--- config.mk ---
export PLATFORM = sky130hd
export DESIGN_NAME = shr_load_ctrl
export DESIGN_NICKNAME = d
export VERILOG_FILES = /design/src/rtl/shr_load_ctrl_pkg.sv /design/src/rtl/lut_shr.sv /design/src/rtl/shr_load_ctrl.sv
export SDC_FILE = /design/constraint.sdc
export NUM_CORES = 1
export LEC_CHECK = 0
export ABC_AREA = 0
export ABC_CLOCK_PERIOD_IN_PS = 2900
export CAP_MARGIN = 10
export CORE_MARGIN = 4
export CORE_UTILIZATION = 40
export DETAILED_ROUTE_END_ITERATION = 10
export SKIP_LAST_GASP = 1
export SLEW_MARGIN = 5
export SYNTH_ARGS = -nofsm -noshare
export SYNTH_HDL_FRONTEND = slang
export SYNTH_SLANG_ARGS = --single-unit
--- constraint.sdc ---
create_clock -name clk -period 2.9 [get_ports clk]
set_clock_uncertainty 0.15 [all_clocks]
set_input_delay 0.29 -clock clk [delete_from_list [all_inputs] [get_ports clk]]
set_output_delay 0.29 -clock clk [all_outputs]
set_load 0.05 [all_outputs]
--- src/rtl/shr_load_ctrl_pkg.sv ---
// Shared definitions for the shift-register load controller and its storage element.
package shr_load_ctrl_pkg;

  // Default storage length shared by the controller and lut_shr.
  localparam int unsigned ShrDefaultWidth = 64;

  typedef enum logic [1:0] {
    StIdle  = 2'd0,
    StLoad  = 2'd1,
    StReady = 2'd2
  } state_e;

endpackage

--- src/rtl/lut_shr.sv ---
// Serial-in shift register with a random-access bit tap; no reset so it maps onto LUT shifters.
module lut_shr
  import shr_load_ctrl_pkg::*;
#(
  parameter int unsigned WIDTH = ShrDefaultWidth,
  parameter int unsigned AW    = $clog2(WIDTH)
) (
  input  logic          clk,
  input  logic          sh_en,
  input  logic          din,
  input  logic [AW-1:0] sel,
  output logic          q_sel,
  output logic          q_msb
);

  localparam logic [AW:0] SelLimit = (AW + 1)'(WIDTH);

  logic [WIDTH-1:0] sr_q;

  // New bits enter at position 0 and migrate upward.
  always_ff @(posedge clk) begin
    if (sh_en) begin
      sr_q <= {sr_q[WIDTH-2:0], din};
    end
  end

  always_comb begin
    q_sel = 1'b0;
    if ({1'b0, sel} < SelLimit) begin
      q_sel = sr_q[sel];
    end
  end

  assign q_msb = sr_q[WIDTH-1];

endmodule

--- src/rtl/shr_load_ctrl.sv ---
// Loads a parallel vector into a LUT shift register MSB-first, then serves single-bit reads.
module shr_load_ctrl
  import shr_load_ctrl_pkg::*;
#(
  parameter int unsigned WIDTH = ShrDefaultWidth,
  parameter int unsigned AW    = $clog2(WIDTH)
) (
  input  logic             clk,
  input  logic             rstn,
  input  logic             s_valid,
  input  logic [WIDTH-1:0] s_data,
  output logic             s_ready,
  input  logic             rd_valid,
  input  logic [AW-1:0]    rd_addr,
  output logic             rd_ready,
  output logic             rd_dvalid,
  output logic             rd_data,
  output logic             loaded,
  output logic             busy
);

  localparam int unsigned CW = $clog2(WIDTH) + 1;

  state_e           state_q, state_d;
  logic [CW-1:0]    cnt_q, cnt_d;
  logic [WIDTH-1:0] hold_q, hold_d;
  logic             rd_dvalid_q, rd_data_q;
  logic             s_fire, rd_fire, sh_en, din, q_sel;
  logic [CW-1:0]    sh_idx;
  logic             unused_q_msb, unused_idx_msb;

  assign s_fire   = s_valid & s_ready;
  assign rd_fire  = rd_valid & rd_ready;
  assign s_ready  = (state_q != StLoad);
  assign rd_ready = (state_q == StReady);
  assign loaded   = (state_q == StReady);
  assign busy     = (state_q == StLoad);
  assign sh_en    = (state_q == StLoad);

  // Top bit of the index is always zero once cnt is in range.
  assign sh_idx         = CW'(WIDTH - 1) - cnt_q;
  assign unused_idx_msb = sh_idx[CW-1];
  assign din            = hold_q[sh_idx[CW-2:0]];

  always_comb begin
    state_d = state_q;
    cnt_d   = cnt_q;
    hold_d  = hold_q;
    unique case (state_q)
      StIdle, StReady: begin
        if (s_fire) begin
          hold_d  = s_data;
          cnt_d   = '0;
          state_d = StLoad;
        end
      end
      StLoad: begin
        cnt_d = cnt_q + 1'b1;
        if (cnt_q == CW'(WIDTH - 1)) begin
          cnt_d   = '0;
          state_d = StReady;
        end
      end
      default: state_d = StIdle;
    endcase
  end

  always_ff @(posedge clk or negedge rstn) begin
    if (!rstn) begin
      state_q     <= StIdle;
      cnt_q       <= '0;
      hold_q      <= '0;
      rd_dvalid_q <= 1'b0;
      rd_data_q   <= 1'b0;
    end else begin
      state_q     <= state_d;
      cnt_q       <= cnt_d;
      hold_q      <= hold_d;
      rd_dvalid_q <= rd_fire;
      if (rd_fire) begin
        rd_data_q <= q_sel;
      end
    end
  end

  assign rd_dvalid = rd_dvalid_q;
  assign rd_data   = rd_data_q;

  lut_shr #(
    .WIDTH(WIDTH),
    .AW   (AW)
  ) u_lut_shr (
    .clk  (clk),
    .sh_en(sh_en),
    .din  (din),
    .sel  (rd_addr),
    .q_sel(q_sel),
    .q_msb(unused_q_msb)
  );

endmodule

==> results of run 1 <==
-- stage by stage --
step	power [mW]	util, %
after floorplan	4.89	-
after global placement	5.56	47.5
after detailed placement	5.63	47.5
after CTS	7.68	51.3
after global routing	8.08	51.3
final	7.59	51.3
-- cell usage in the layout, fill, tap and decap left out, types with 2 or more instances in the layout --
cell / count
o21ai_0: 6
clkinv_2: 5
nand2_1: 202
nor2b_1: 6
clkbuf_16: 17
inv_1: 2
nand3_1: 3
bufinv_16: 2
buf_4: 9
dfrtp_1: 75
clkbuf_1: 5
a211oi_1: 2
o31ai_1: 2
buf_12: 3
nor2_1: 4
clkdlybuf4s50_1: 77
mux2i_1: 7
mux4_1: 4
nor3_1: 2
a21oi_1: 5
edfxtp_1: 64
a22oi_1: 8
clkinv_1: 2
mux4_2: 28
-- flip-flops by register name, summed over array words and instances, names as in the netlist --
signal,count
u_lut_shr.sr_q,64
rd_dvalid,1
rd_data,1
cnt_q,7
hold_q,64
state_q,2
-- area by class of cell --
type	count	share of cell area, %
Clock buffer	22	5.96
Clock inverter	10	1.34
Inverter	3	0.185
Multi-Input combinational cell	297	26.3
Sequential cell	139	51.0
Tap cell	184	3.09
Timing Repair Buffer	90	12.2
-- where the power goes --
group,leakage (nW),internal (mW),switching (mW)
Sequential,1.58,3.08,0.501
Clock,0.266,1.25,0.769
Combinational,1.31,0.989,0.999
Total,3.15,5.32,2.27
-- cell families after synthesis --
logic type	share of synthesized area, %
adders and majority gates	0.211
and+or+nand+nor	15.4
xor gates and xnor gates	0.148
DFF	64.2
buffers and inverters	2.92
AOI/OAI and AO/OA	3.36
muxes	13.8
-- worst paths after layout --
kind | endpoint | startpoint | slack, ns | cells past startpoint
setup / recovery | rd_ready | state_q[0] | 0.21 | 2
hold / removal | hold_q[21] | s_data[21] | 0.25 | 3
setup reg to reg | u_lut_shr.sr_q[0] | cnt_q[1] | 0.71 | 6
hold reg to reg | u_lut_shr.sr_q[39] | u_lut_shr.sr_q[38] | 0.29 | 0
max in group asynchronous | rd_dvalid | rstn | 1.56 | 2
min in group asynchronous | hold_q[47] | rstn | 0.43 | 2
-- critical path: cells and delay by family, from the launching register on --
kind,cells,cell delay [ns]
buffers and inverters,1,0.92
and+or+nand+nor,1,0.50
DFF,1,0.42
-- routing by layer --
layer | vias to the layer above | wire [um] | GRT usage (%)
li1 | 1793 | - | -
met2 | 95 | 5960 | 24.6
met3 | 10 | 554 | 4.95
met1 | 1862 | 5350 | 19.7
met5 | - | 0 | 0
met4 | 0 | 138 | 5.44
==> reports/metrics.cfg, run 1 <==
[outcome]
run_status = finished, final reports clean

[logic_synthesis]
ys_types = 39
synth-edff-count = 64
synthCells = 465
synth_top_area_share_pct = 32.5
ys_top_cells_by_area = edfxtp_1, dfrtp_1, nand2_1, mux4_2, mux4_1
synthArstFlopShare_pct = 54.0
synth_fp_nets = 540
syn_area_um2 = 5920
synth_ff_type = dfrtp_1
yosys.cell_count.top_type = nand2_1
synth_warnings = 0
synth_top_cell_by_area = edfxtp_1
ys_seq_elements = 139
synth-seq-area-share_pct = 64.2
synth_common_cells = nand2_1, dfrtp_1, edfxtp_1
syn_area_per_cell_um2 = 12.7

[global_route]
grt_max_degree = 76
grt_pass1_vias = 4005
grt_use_total_pct = 15.3
grt_first_pass_wirelength_mm = 19.6
antenna_found_initial = 0
globalRoute.totalOverflow = 0

[power_and_ir_drop]
p_leak_nw = 3.15
p_per_area_nw_per_um2 = 1020
vdd_drop_max_v = 0.000502

[sta]
fin_ws_ns = 0.211
worstMarginPinSlew_ns = 0.963
fmax_mhz = 372
min_period_over_period_pct = 92.7
grt_setup_unrepaired = no
drv_slew = 0
fin_hold_ws_ns = 0.251
fin_tns_setup_ns = 0
setup_viol = 0
slew-limit-headroom_pct = 35.8
period_needed_ns = 2.69
final_hold_viol_count = 0

[die]
core_area_um2 = 14500
die_w_um = 130
die_h_um = 130
start_util_pct = 40.7
io_pins = 80
die_area_um2 = 16800
rows = 44

[placed_design]
pre_cts_slack_ns = 0.392
io_buffers = 79
dpl_cell_area_um2 = 6900
post-dp-hpwl_mm = 8.14
gp_congestion = 0.795
dp.cells = 712

[layout]
layout-drive-gt1-share_pct = 12.5
finalNetCount = 623
multi_input_area_um2 = 1960
fin_area_um2 = 7450
finalNonFillerCells = 745
fillers = 1301
n_antenna_cell = 0
syn_to_final_growth_pct = 25.9
regArea_um2 = 3800

[routing]
routed_wl_mm = 12.0
drc = 0
via_count = 3760
dr.first_iter.drc_count = 293
vias_per_cell = 5.05
routed_wire_length_per_instance_um = 16.1
drtAntennaViolNets = 0
drtPass1Iterations = 4

[worst_setup_path]
cp.required_ns = 2.46
slowest_stage = clkdlybuf4s50_1
worstSetupStartpointType = flip-flop
path_class = flip-flop to output port
path_cells = nor2b_1 > clkdlybuf4s50_1
cp-end-kind = output port
cp_max_fo = 4
max_stage_delay_ns = 0.92
cp_data_arrival_time_ns = 2.25

[clock_tree]
path_clk_slew_ns = 0.06
clk_latency_ns = 0.41
clock_sinks = 139
cts_buffers = 17
cts_root_buffer = clkbuf_16
cts_buffer_depth = 2
post_cts_buffers = 0
htree_levels = 4
cts_tree = done
ctsHoldBuffers = 1
cts_resized = 0

[worst_hold_path]
hp-class = primary input to flip-flop

[flow_run]
drv_cap = 0

Note: power is estimated with default switching activity, not from simulation.
==> run 2: changes to the inputs <==
--- a/config.mk
+++ b/config.mk
@@ -10,7 +10,9 @@
 export CAP_MARGIN = 10
 export CORE_MARGIN = 4
 export CORE_UTILIZATION = 40
+export CTS_BUF_LIST = sky130_fd_sc_hd__clkbuf_4 sky130_fd_sc_hd__clkbuf_8
 export DETAILED_ROUTE_END_ITERATION = 10
+export SETUP_SLACK_MARGIN = 0.15
 export SKIP_LAST_GASP = 1
 export SLEW_MARGIN = 5
 export SYNTH_ARGS = -nofsm -noshare
==> run 2 against run 1 <==
  * First-iteration DRC count is 5.8% higher
  * Final cell count did not move
  * Die area unchanged
  * Critical path type unchanged
  * Fmax rose by 9.0%
  * Sequential power is essentially flat
  * Sequential share of layout area is 1.2 points higher
==> reports/metrics.cfg, run 2 (synthesis gave the netlist of run 1 again) <==
[layout]
syn_to_final_growth_pct = 23.0  ; was 25.9%
layout_commonest_cell = nand2_1  ; unchanged
finalNetCount = 623  ; unchanged
fillers = 1326  ; was 1301
n_antenna_cell = 0  ; unchanged
layout-drive-gt1-share_pct = 13.4  ; was 12.5%
reg_top3 = hold_q: 64 flops, u_lut_shr.sr_q: 64 flops, cnt_q: 7 flops  ; unchanged
layout_common_cells = nand2_1, dfrtp_1, clkdlybuf4s50_1, edfxtp_1, mux4_2  ; was nand2_1, clkdlybuf4s50_1, dfrtp_1, edfxtp_1, mux4_2
finalNonFillerCells = 745  ; unchanged

[global_route]
grt_first_pass_wirelength_mm = 19.7  ; was 19.6 mm
grt_pass1_vias = 4008  ; was 4005
globalRoute.totalOverflow = 0  ; unchanged
grt_use_total_pct = 15.4  ; was 15.3%
antenna_found_initial = 0  ; unchanged
grt_max_degree = 76  ; unchanged

[routing]
routed_wl_mm = 12.1  ; was 12.0 mm
routed_wire_length_per_instance_um = 16.2  ; was 16.1 um
drtPass1Iterations = 4  ; unchanged
vias_per_cell = 5.05  ; about the same
via_count = 3761  ; was 3760
dr.first_iter.drc_count = 310  ; was 293
drc = 0  ; unchanged
drtAntennaViolNets = 0  ; unchanged

[worst_setup_path]
worstSetupStartpointType = flip-flop  ; unchanged
critPathBufInv = 1  ; unchanged
cp_top_family = buffers and inverters  ; unchanged
cp.required_ns = 2.46  ; about the same
slowest_stage = clkdlybuf4s50_1  ; unchanged
path_class = flip-flop to output port  ; unchanged
path_cells = nand2b_1 > clkdlybuf4s50_1  ; was nor2b_1 > clkdlybuf4s50_1
rrSetupSlack_ns = 0.70  ; was 0.71 ns
max_stage_delay_ns = 0.89  ; was 0.92 ns
cp_data_arrival_time_ns = 2.03  ; was 2.25 ns
cp_max_fo = 6  ; was 4
cp-end-kind = output port  ; unchanged

[sta]
worstMarginPinSlew_ns = 0.962  ; was 0.963 ns
slew-limit-headroom_pct = 35.8  ; about the same
fin_tns_setup_ns = 0  ; unchanged
final_hold_viol_count = 0  ; unchanged
grt_setup_unrepaired = no  ; unchanged
setup_viol = 0  ; unchanged
period_needed_ns = 2.47  ; was 2.69 ns
drv_slew = 0  ; unchanged
min_period_over_period_pct = 85.0  ; was 92.7%
fmax_mhz = 405  ; was 372 MHz

[power_and_ir_drop]
p_seq_share_pct = 50.7  ; was 47.2%
clock_power_share_pct = 21.3  ; was 26.6%
p_sw_share_pct = 31.3  ; was 29.9%
intPower_mw = 4.86  ; was 5.32 mW
combPwrFrac_pct = 28.1  ; was 26.2%
vdd_drop_max_v = 0.000498  ; was 0.000502 V
p_per_area_nw_per_um2 = 972  ; was 1020 nW/um^2
p_switching_mw = 2.21  ; was 2.27 mW
p_leak_nw = 3.10  ; was 3.15 nW

[die]
die_area_um2 = 16800  ; unchanged
io_pins = 80  ; unchanged
die_w_um = 130  ; unchanged
rows = 44  ; unchanged
core_area_um2 = 14500  ; unchanged
die_h_um = 130  ; unchanged
start_util_pct = 40.7  ; unchanged

[clock_tree]
cts_buffers = 17  ; unchanged
post_cts_buffers = 0  ; unchanged
path_clk_slew_ns = 0.08  ; was 0.06 ns
cts_root_buffer = clkbuf_8  ; was clkbuf_16
clock_sinks = 139  ; unchanged
cts_tree = done  ; unchanged
cts_buffer_depth = 2  ; unchanged
htree_levels = 4  ; unchanged
clk_latency_ns = 0.45  ; was 0.41 ns

[placed_design]
gp_congestion = 0.795  ; unchanged
io_buffers = 79  ; unchanged
dp.cells = 712  ; unchanged
post-dp-hpwl_mm = 8.14  ; unchanged

[worst_hold_path]
hp-class = primary input to flip-flop  ; unchanged

[flow_run]
drv_cap = 0  ; unchanged

[outcome]
run_status = finished, final reports clean  ; unchanged

==> run 2: cell types whose count changed in the layout (fill, tap and decap cells not counted), sizes merged <==
cell / before / now
dlygate4sd2: 0 / 1
dlymetal6s2s: 0 / 1
clkdlybuf4s50: 77 / 75
==> run 2: final timing paths <==
| check | startpoint | cells past startpoint | endpoint |
|---|---|---|---|
| max | state_q[0] | 2 | s_ready |
| min | s_data[21] | 3 | hold_q[21] |
| max reg2reg | cnt_q[1] | 6 | u_lut_shr.sr_q[0] |
| min reg2reg | u_lut_shr.sr_q[38] | 0 | u_lut_shr.sr_q[39] |
| max in group asynchronous | rstn | 2 | hold_q[7] |
| min in group asynchronous | rstn | 2 | hold_q[47] |
==> run 2: repair_timing <==
| item | 4_1_cts | 5_1_grt |
|---|---|---|
| hold endpoints to repair | 75 | 0 |
| resized for setup | 1 | 1 |
| pin swaps | 0 | 0 |
| hold buffers | 1 | 0 |
| endpoints found under the setup margin | 2 | 1 |
==> run 2: worst reg2reg max path, stage by stage, from the launching register on <==
cell	delay (ns)
dfrtp_1	0.50
buf_4	0.33
mux4_2	0.36
a22oi_1	0.18
nand2_1	0.08
a211oi_1	0.26
a21oi_1	0.08
==> run 2: through the flow <==
stage | util (%) | hold slack [ns] | area, um^2 | setup WS, ns | total power [mW]
final | 50.1 | 0.214 | 7280 | 0.434 | 7.07
after global routing | 50.1 | 0.198 | 7280 | 0.358 | 7.55
after CTS | 50.1 | 0.182 | 7280 | 0.155 | 7.16
after detailed placement | 47.5 | 0.279 | 6900 | 0.392 | 5.63
after global placement | 47.5 | 0.286 | 6900 | 0.424 | 5.56
after floorplan | - | -0.156 | 5920 | 0.291 | 4.89
==> run 2: per-layer routing <==
layer	vias up	GRT usage (%)	wire, um
li1	1791	-	-
met4	0	7.46	347
met2	93	24.3	5840
met3	27	4.20	533
met5	-	0	0
met1	1850	19.8	5360
==> run 2: power groups by stage <==
stage	clock (mW)	combinational [mW]	sequential, mW
2_1_floorplan	0	1.52	3.37
3_3_place_gp	0	1.98	3.58
3_5_place_dp	0	2.02	3.61
4_1_cts	1.54	2.03	3.59
5_1_grt	1.63	2.24	3.68
6_report	1.50	1.99	3.58
==> run 2: final cells by class <==
cell class	count	area, um^2	share of cell area [%]
tap	184	230	3.16
sequential	139	3800	52.2
inverter	3	13.8	0.189
clock inverter	10	100	1.37
multi-input combinational	297	1960	26.9
timing repair buffer	90	910	12.5
clock buffer	22	272	3.73
